File: src/rtl/button_pulser_if.sv
// button_pulser_if: raw button in, debounced level and press/repeat strobe out.
interface button_pulser_if;
    logic btn_in;
    logic btn_level;
    logic pulse;
    modport master (output btn_in, input btn_level, pulse);
    modport slave (input btn_in, output btn_level, pulse);
endinterface

File: src/rtl/button_pulser.sv
// button_pulser: synchronize and debounce a push button into a level and single-cycle press/repeat pulses.
module button_pulser #(
    parameter int DEBOUNCE_CYCLES = 1_000_000,
    parameter int REPEAT_EN       = 0,
    parameter int REPEAT_DELAY    = 50_000_000,
    parameter int REPEAT_PERIOD   = 10_000_000
) (
    input  logic            clk,
    input  logic            reset,
    button_pulser_if.slave  bus
);
    localparam int DW = $clog2(DEBOUNCE_CYCLES);
    localparam int RW = $clog2(REPEAT_DELAY > REPEAT_PERIOD ? REPEAT_DELAY : REPEAT_PERIOD);
    localparam logic [DW-1:0] DB_MAX     = DW'(DEBOUNCE_CYCLES - 1);
    localparam logic [RW-1:0] DELAY_MAX  = RW'(REPEAT_DELAY - 1);
    localparam logic [RW-1:0] PERIOD_MAX = RW'(REPEAT_PERIOD - 1);

    typedef enum logic [1:0] {IDLE, HELD, REPEAT} state_t;

    logic          sync1, sync_q, level, pulse_q, pulse_d;
    logic          accept, rise, fall;
    logic [DW-1:0] db_cnt;
    logic [RW-1:0] rep_cnt, rep_d;
    state_t        state, state_d;

    // rise/fall mark the exact edge the debounced level flips, so pulse lands with it
    assign accept = (sync_q != level) && (db_cnt == DB_MAX);
    assign rise   = accept && sync_q;
    assign fall   = accept && !sync_q;

    assign bus.btn_level = level;
    assign bus.pulse     = pulse_q;

    always_ff @(posedge clk) begin
        if (reset) begin
            sync1   <= 1'b0;
            sync_q  <= 1'b0;
            level   <= 1'b0;
            db_cnt  <= '0;
            state   <= IDLE;
            rep_cnt <= '0;
            pulse_q <= 1'b0;
        end else begin
            sync1   <= bus.btn_in;
            sync_q  <= sync1;
            level   <= accept ? sync_q : level;
            db_cnt  <= (sync_q == level || accept) ? '0 : db_cnt + DW'(1);
            state   <= state_d;
            rep_cnt <= rep_d;
            pulse_q <= pulse_d;
        end
    end

    // release is tested first so it wins over a coincident repeat
    always_comb begin
        state_d = state;
        rep_d   = rep_cnt;
        pulse_d = 1'b0;
        case (state)
            IDLE: if (rise) begin
                state_d = HELD;
                rep_d   = '0;
                pulse_d = 1'b1;
            end
            HELD: if (fall) begin
                state_d = IDLE;
                rep_d   = '0;
            end else if (REPEAT_EN != 0 && rep_cnt == DELAY_MAX) begin
                state_d = REPEAT;
                rep_d   = '0;
                pulse_d = 1'b1;
            end else begin
                rep_d = (rep_cnt == DELAY_MAX) ? rep_cnt : rep_cnt + RW'(1);
            end
            REPEAT: if (fall) begin
                state_d = IDLE;
                rep_d   = '0;
            end else if (rep_cnt == PERIOD_MAX) begin
                rep_d   = '0;
                pulse_d = 1'b1;
            end else begin
                rep_d = rep_cnt + RW'(1);
            end
            default: begin
                state_d = IDLE;
                rep_d   = '0;
            end
        endcase
    end
endmodule

File: src/flat_wrapper.sv
// flat-port wrapper written by rule: the top's interface ports become plain ports
module button_pulser_flat 
#(
    parameter int DEBOUNCE_CYCLES = 1_000_000,
    parameter int REPEAT_EN       = 0,
    parameter int REPEAT_DELAY    = 50_000_000,
    parameter int REPEAT_PERIOD   = 10_000_000
)
  (clk, reset, bus_btn_in, bus_btn_level, bus_pulse);
  button_pulser_if bus_i ();
  input  logic clk;
  input  logic reset;
  input wire logic [$bits(bus_i.btn_in)-1:0] bus_btn_in;
  output wire logic [$bits(bus_i.btn_level)-1:0] bus_btn_level;
  output wire logic [$bits(bus_i.pulse)-1:0] bus_pulse;
  assign bus_i.btn_in = bus_btn_in;
  assign bus_btn_level = bus_i.btn_level;
  assign bus_pulse = bus_i.pulse;
  button_pulser #(.DEBOUNCE_CYCLES(DEBOUNCE_CYCLES), .REPEAT_EN(REPEAT_EN), .REPEAT_DELAY(REPEAT_DELAY), .REPEAT_PERIOD(REPEAT_PERIOD)) u_core (.clk(clk), .reset(reset), .bus(bus_i));
endmodule
File: config.mk
export PLATFORM = sky130hd
export DESIGN_NAME = button_pulser_flat
export DESIGN_NICKNAME = d
export VERILOG_FILES = /design/src/rtl/button_pulser_if.sv /design/src/rtl/button_pulser.sv /design/src/flat_wrapper.sv
export SDC_FILE = /design/constraint.sdc
export NUM_CORES = 1
export LEC_CHECK = 0
export CAP_MARGIN = 20
export CORE_AREA = 2 2 57 59
export DETAILED_ROUTE_END_ITERATION = 12
export DIE_AREA = 0 0 59 61
export GPL_TIMING_DRIVEN = 1
export PLACE_DENSITY = 0.53
export SLEW_MARGIN = 10
export SYNTH_ARGS = -nofsm -noshare
export SYNTH_HDL_FRONTEND = slang
export SYNTH_SLANG_ARGS = --single-unit
File: constraint.sdc
create_clock -name clk -period 4.2 [get_ports clk]
set_input_delay 0.63 -clock clk [delete_from_list [all_inputs] [get_ports clk]]
set_output_delay 0.63 -clock clk [all_outputs]
set_load 0.01 [all_outputs]
Word-level counts from Yosys, hierarchy flattened
Cells that the tools add are included.

word-level totals
  bits in registers = 52
  output and inout bits = 2
  logic and storage cells = 42

operators by class
  add/subtract/negate cells = 2
  equality and inequality tests = 10
  multiplexer cells = 13
  reduce and logical (&&, ||, !) cells = 10

operators with widths
  cell                     number
  $mux W26                 5
  $pmux W26 S3             1
  $add A26 B1 Y26 const B  1
  $eq A26 B24 Y1 const B   1
  $eq A26 B26 Y1 const B   1
  $add A20 B1 Y20 const B  1
  $eq A20 B20 Y1 const B   1
  $mux W2                  2
  $ne A2 B1 Y1 const B     2
  $pmux W2 S2              1
  $reduce_and A2 Y1        2
  $reduce_or A2 Y1         2
  $logic_and A1 B1 Y1      3
  $mux W1                  3
  $ne A3 B2 Y1 const B     1
  $eq A2 B1 Y1 const B     1
  $eq A2 B2 Y1 const B     1
  $logic_not A2 Y1         1
  $pmux W1 S2              1
  $eq A1 B1 Y1             1
  $logic_not A1 Y1         1
  $logic_or A1 B1 Y1       1
  $ne A1 B1 Y1             1

Longest topological paths before layout
Gate-level depths: netlist (run 1).

  depth after elaboration = 5
  gate-level depth with buffers = 5
  mapped depth without buffers = 5

Least setup slack after synthesis (run 1)
OpenSTA, ideal clock, no wires.

  kind = flip-flop to flip-flop
  start = register u_core.db_cnt[16]
  end = register u_core.db_cnt[10]
  data arrival time = 1.656 ns
  data required time = 4.085 ns
  slack = 2.430 ns
  cell stages (with the launch flop) = 6
  period minus slack after synthesis = 1.770 ns
  path through = dfxtp_1 > nand3_1 > or3_1 > o41ai_4 > buf_4 > nor2_1

between the ends
  longest elaborated chain between the ends = 4

ends and longest elaborated chain
  what                               RTL line             RTL
  from (decl)                        button_pulser.sv:22  logic [DW-1:0] db_cnt;
  from (signal assigned)             button_pulser.sv:47  db_cnt <= (sync_q == level || accept) ? '0 : db_cnt + DW'(1);
  $eq A20 B20 Y1                     button_pulser.sv:27  assign accept = (sync_q != level) && (db_cnt == DB_MAX);
  $logic_and A1 B1 Y1                button_pulser.sv:27
  $logic_or A1 B1 Y1                 button_pulser.sv:47
  $reduce_or A2 Y1 (no source line)  -

No other way between the ends.
A chain may end at the register's enable or synchronous reset.

Worst setup path after layout (run 1)
Same ends and word-level chain as after synthesis.

==> impl_results.md, run 1 <==
* Worst Hold Slack at 0.455 ns
* # rows at 20
* Share of cells above drive strength 1 at 7.58%
* Postcts setup bufs at 0
* Headroom to the max-slew limit at 37.1%
* Die width at 59 um
* CTS tree: built
* Hold_sp: u_core.sync1
* Cells after synthesis at 126
* Yosys cell types at 33
* Post-synth net total at 130
* Worst hold path class: register to register
* Fmax achieved at 471 MHz
* Global-route wire length before repair at 3930 um
* Crit path kind: register to register
* Die Ht at 61 um
* Syn. warnings at 0
* WP data required at 4.41 ns
* Placer Congestion at 0.781
* Total Power at 0.363 mW
* Num CTS Buffers at 3
* TNS Setup at 0 ns
* Initial drt markers at 28
* Worst Tran Pin Value at 0.941 ns
* Minimum clock period at 2.12 ns
* Crit share post-route at 50.6%
* Max Clock Skew at 0.0129 ns
* Clock root buffer: clkbuf_4
* Final setup fails at 0
* Final Util at 42.0%
* Core area at 0.00295 mm2
* Routed wire length at 2190 um
* Ports at 5
* Launching point of the worst reg2reg path: u_core.db_cnt[16]
* Crit end category: register
* PwrDens at 293 mW/mm2
* CP Max Fanout at 17
* Final ANT Viol Nets at 0
* Routed vias at 891
* Residual DRC at 0
* Cell area after synthesis at 0.00114 mm2
* Status: finished clean
* Setup crit start kind: register
* R2R depth at 4
* Max IR drop VDD at 0.137 mV
* Pre-CTS setup slack at 2.05 ns
* Vias per cell at 5.40
* Clock slew at reported path FFs at 0.15 ns
* EDFF count, synth at 0
* Max cap viols at 0
* Async set-reset flop share out of synthesis at 0%
* CP startpoint: u_core.db_cnt[16]
* Hold_buf cts at 0
* Initial Util at 38.7%
* Final HPWL DP at 1550 um
* RSZ-0062 raised after global routing: false
* Count of final hold-check violations at 0
* Vias in the first global route at 845
* Leak Pwr at 0.348 nW
* IO Port Bufs at 4
* Area Overhead vs Synth at 8.54%
* Diode count at 0
* Worst Slack Setup Final at 2.08 ns
* Fin nets at 137
* Clk Latency, worst-skew pair at 0.33 ns
* Largest net degree at the start of global routing at 18
* Synth Register Bits at 25
* Max Buffers Root-to-Sink at 2
* First drt pass iteration count at 4
* Post-synthesis sequential area ratio at 43.8%
* Syn avg cell area at 9.07 um2
* Ys flop type: dfxtp_1
* Initial antenna violation count at 0
* Critical Path End: u_core.db_cnt[10]
* GRT Total Usage at 14.6%
* Total congestion overflow at 0
* Worst R2R Setup Slack at 2.08 ns
* Routed WL per cell at 13.3 um
* Sink Count at 25
* Data arrival, critical path at 2.33 ns
* Reg-to-reg endpoint: u_core.db_cnt[10]
* Full die area at 0.00360 mm2
* H-tree depth at 1
* Max Slew Vio Count at 0
* Post-CTS resize count at 0
==> metrics by stage <==
step / instance area [um2] / std cells
3_5_place_dp: 1210 / 161
6_report: 1240 / 165
4_1_cts: 1240 / 165
2_1_floorplan: 1140 / 126
5_1_grt: 1240 / 165
3_3_place_gp: 1210 / 161
==> kinds of logic after synthesis <==
group | share of synthesized area [%]
AND/OR/NAND/NOR | 31.5
XOR/XNOR | 11.5
buffers and inverters | 2.30
flip-flops | 43.8
AO/OA/AOI/OAI | 8.87
adder cells (fa/ha/maj) | 1.10
multiplexers | 0.876
==> per-layer routing <==
| layer | up-vias | track usage [%] | part of all wire [%] |
|---|---|---|---|
| met4 | 0 | 5.84 | 1.4 |
| met3 | 4 | 2.56 | 2.8 |
| met5 | - | 0 | 0 |
| met2 | 11 | 22.5 | 45 |
| li1 | 467 | - | - |
| met1 | 409 | 20.2 | 51 |
==> cell usage after synthesis, drive strengths merged, types with 2 or more instances <==
library cell | instances | share of area [%]
a21oi | 5 | 2.2
and3 | 2 | 1.1
dfxtp | 25 | 44
inv | 4 | 1.3
nand2 | 9 | 3.0
nand3 | 8 | 3.5
nand4 | 5 | 4.6
nor2 | 18 | 5.9
nor2b | 2 | 1.1
nor3 | 5 | 2.2
nor4 | 6 | 3.3
nor4b | 2 | 1.5
o21ai | 2 | 0.88
o31ai | 2 | 1.3
o41ai | 2 | 3.2
or3 | 2 | 1.2
or4 | 3 | 2.3
xnor2 | 12 | 9.2
xor2 | 3 | 2.3
==> placed cells by master (no fill, tap or decap), types with 3 or more instances in the layout <==
| cell | synthesis | final |
|---|---|---|
| clkdlybuf4s50_1 | 0 | 4 |
| nand2_1 | 9 | 9 |
| xnor2_1 | 12 | 12 |
| nor4_1 | 6 | 6 |
| xor2_1 | 3 | 3 |
| clkbuf_4 | 0 | 3 |
| a21oi_1 | 5 | 5 |
| nand4_1 | 3 | 3 |
| dfxtp_1 | 25 | 25 |
| nor3_1 | 5 | 5 |
| nand3_1 | 8 | 8 |
| nor2_1 | 18 | 18 |
| inv_1 | 4 | 4 |
==> worst min path at each step <==
stage	to	slack (ns)	depth (start not counted)
2_1_floorplan	u_core.bus.pulse	0.41	1
3_3_place_gp	u_core.sync_q	0.42	1
3_5_place_dp	u_core.sync_q	0.43	1
4_1_cts	u_core.sync_q	0.46	1
5_1_grt	u_core.sync_q	0.47	1
6_report	u_core.sync_q	0.45	1
==> final cells by class <==
cell class / instances / area (um2)
Clock buffer: 3 / 22.5
Tap cell: 33 / 41.3
Multi-Input combinational cell: 95 / 616
Inverter: 4 / 15.0
Sequential cell: 25 / 500
Timing Repair Buffer: 4 / 40.0
Fill cell: 307 / 1710
Clock inverter: 1 / 5.00
==> flip-flops by register name, indices dropped and copies added (netlist names) <==
| signal | flops |
|---|---|
| u_core.bus.btn_level | 1 |
| u_core.bus.pulse | 1 |
| u_core.db_cnt | 20 |
| u_core.state | 1 |
| u_core.sync1 | 1 |
| u_core.sync_q | 1 |
==> report_power, final <==
group          internal, mW  switching (mW)
logic               0.00408         0.00389
clock network        0.0358          0.0784
registers             0.239         0.00140
==> worst max-delay path, cell delays in order (launching register included) <==
cell     delay, ns
dfxtp_1       0.43
nand3_1       0.13
or3_1         0.42
o41ai_4       0.91
nor2_1        0.11
Note: power is estimated with default switching activity, not from simulation.
==> run 2: changes to the inputs <==
- PLACE_DENSITY: 0.53 -> 0.55
- clock period: 4.2 -> 1.7 ns (I/O delays scaled with it)
==> run 2 against run 1 <==
The run now ends with setup timing left; hold slack is essentially flat; clock power grew 140%; critical path depth grew 1; global-route usage grew 1.4 points; sequential power grew 140%; critical path type unchanged; highest routed layer unchanged.
==> impl_results.md, run 2 (synthesis gave the netlist of run 1 again) <==
* Psw at 0.203 mW (+140%)
* Total congestion overflow at 0 (unchanged)
* CTS tree: built
* Initial antenna violation count at 0 (unchanged)
* Crit path max-delay cell type: or4_1
* GRT Total Usage at 16.0% (+1.4 points)
* Die Ht at 61 um (unchanged)
* Initial Util at 38.7% (unchanged)
* IO Port Bufs at 4 (unchanged)
* Inst Count DP at 186 (+16%)
* Top cell family by delay on the critical path: simple AND/OR/NAND/NOR gates
* Setup crit start kind: register
* Full die area at 0.00360 mm2 (unchanged)
* Sw Ratio at 22.9% (-0.21 points)
* Routed WL per cell at 13.3 um (-0.26%)
* R2R depth at 5 (+1)
* Cell-by-cell trace of the critical path: buf_4 > nand4_2 > or2_4 > or4_1 > a21oi_2
* Headroom to the max-slew limit at 64.6% (+28 points)
* First drt pass iteration count at 4 (unchanged)
* Residual DRC at 0 (unchanged)
* Fin area at 0.00156 mm2 (+26%)
* Routed vias at 1004 (+13%)
* Placed cell area at 0.00140 mm2 (+16%)
* Max IR drop VDD at 0.486 mV (+250%)
* Max Buffers Root-to-Sink at 2 (unchanged)
* Commonest non-fill, non-tap cell in the layout: buf_4
* CP Max Fanout at 5 (-12)
* Worst Slack Setup Final at -0.0113 ns (-2.09 ns)
* Ports at 5 (unchanged)
* Largest net degree at the start of global routing at 16 (-2)
* Die width at 59 um (unchanged)
* Crit end category: register
* Share of cells above drive strength 1 at 37.0% (+29 points)
* Max cap viols at 0 (unchanged)
* Crit path kind: register to register
* Largest register by flop count: u_core.db_cnt
* Combinational power share at 2.9% (+0.7 points)
* WP depth at 5 (+1)
* # rows at 20 (unchanged)
* Largest register FFs at 20 (unchanged)
* Clock root buffer: clkbuf_4
* Clock slew at reported path FFs at 0.14 ns (about the same)
* Initial drt markers at 16 (-43%)
* Sink Count at 25 (unchanged)
* Fin nets at 167 (+22%)
* Failing checks: setup timing
* RSZ-0062 raised after global routing: true
* Final HPWL DP at 1900 um (+22%)
* Core area at 0.00295 mm2 (unchanged)
* Area Overhead vs Synth at 36.6%
* Num CTS Buffers at 3 (unchanged)
* CP max stage delay at 0.54 ns (-0.37 ns)
* Max Clock Skew at 0.00455 ns (-0.00833 ns)
* Final setup fails at 2 (+2)
* Crit share post-route at 101% (+50 points)
* Max Slew Vio Count at 0 (unchanged)
* H-tree depth at 1 (unchanged)
* Status: complete, but fails checks
* Worst hold path class: register to register
* Minimum clock period at 1.71 ns (-0.412 ns)
* Routed wire length at 2590 um (+18%)
* Power Internal at 0.686 mW (+150%)
* PwrDens at 570 mW/mm2 (+95%)
* Most frequent cells in the layout: buf_4, nor2_1, dfxtp_1
* Leak Pwr at 0.515 nW (+48%)
* Clock Power Share at 31.3% (-0.2 points)
* Worst Tran Pin Value at 0.527 ns (-0.413 ns)
* Vias in the first global route at 969 (+15%)
* Diode count at 0 (unchanged)
* Crit path buffers/inverters at 1 (+1)
* Vias per cell at 5.15 (-4.7%)
* Sequential power share at 65.7% (-0.6 points)
* Placer Congestion at 0.782 (+0.20%)
* Final ANT Viol Nets at 0 (unchanged)
* Clk Latency, worst-skew pair at 0.32 ns (about the same)
* Global-route wire length before repair at 4250 um (+8.1%)
* WP data required at 1.96 ns (-2.45 ns)
* Finished Layout Cells at 195 (+18%)
* Data arrival, critical path at 1.98 ns (-0.35 ns)
* Count of final hold-check violations at 0 (unchanged)
* Worst hold stages at 1 (unchanged)
* Fmax achieved at 584 MHz (+24%)
## run 2: power groups by stage
stage / clock [mW] / combinational, mW / sequential (mW)
floorplan: 0 / 0.0118 / 0.606
global placement: 0 / 0.0252 / 0.607
detailed placement: 0 / 0.0252 / 0.607
CTS: 0.294 / 0.0261 / 0.591
global route: 0.319 / 0.0283 / 0.586
finish: 0.279 / 0.0262 / 0.585
## run 2: per-layer routing
metal / wire length [um] / vias to the layer above / track usage (%)
li1: - / 528 / -
met1: 1190 / 458 / 19.9
met2: 1280 / 12 / 26.7
met3: 53 / 6 / 2.56
met4: 55 / 0 / 8.44
met5: 0 / - / 0
## run 2: final cells by class
| type | instances | area, um2 |
|---|---|---|
| Timing Repair Buffer | 34 | 269 |
| Fill cell | 283 | 1390 |
| Clock inverter | 1 | 7.51 |
| Multi-Input combinational cell | 95 | 678 |
| Sequential cell | 25 | 527 |
| Tap cell | 33 | 41.3 |
| Clock buffer | 3 | 22.5 |
| Inverter | 4 | 15.0 |
## run 2: path summary, 6_finish.rpt
path | start | end | slack (ns)
worst min-delay path | u_core.db_cnt[0] | u_core.db_cnt[0] | 0.45
worst max-delay path | u_core.db_cnt[6] | u_core.db_cnt[19] | -0.01
worst max register to register | u_core.db_cnt[6] | u_core.db_cnt[19] | -0.01
worst min register to register | u_core.db_cnt[0] | u_core.db_cnt[0] | 0.45
## run 2: timing repair
action / 4_1_cts / 5_1_grt
cloned: 0 / 0
hold buffers: 0 / 0
buffers inserted: 2 / 3
setup endpoints to repair: 16 / 22
gates resized for setup: 7 / 20
pin swaps: 2 / 3
## run 2: metrics by stage
stage	setup slack (ns)	setup TNS [ns]	power, mW	hold WS, ns	util [%]
floorplan	0.00897	0	0.618	0.324	-
detailed placement	-0.0659	-0.423	0.633	0.437	47.5
CTS	-0.0143	-0.0236	0.911	0.458	49.5
global placement	-0.0448	-0.0805	0.633	0.428	47.5
global route	-0.0614	-0.176	0.934	0.466	52.8
finish	-0.0113	-0.0165	0.890	0.454	52.8
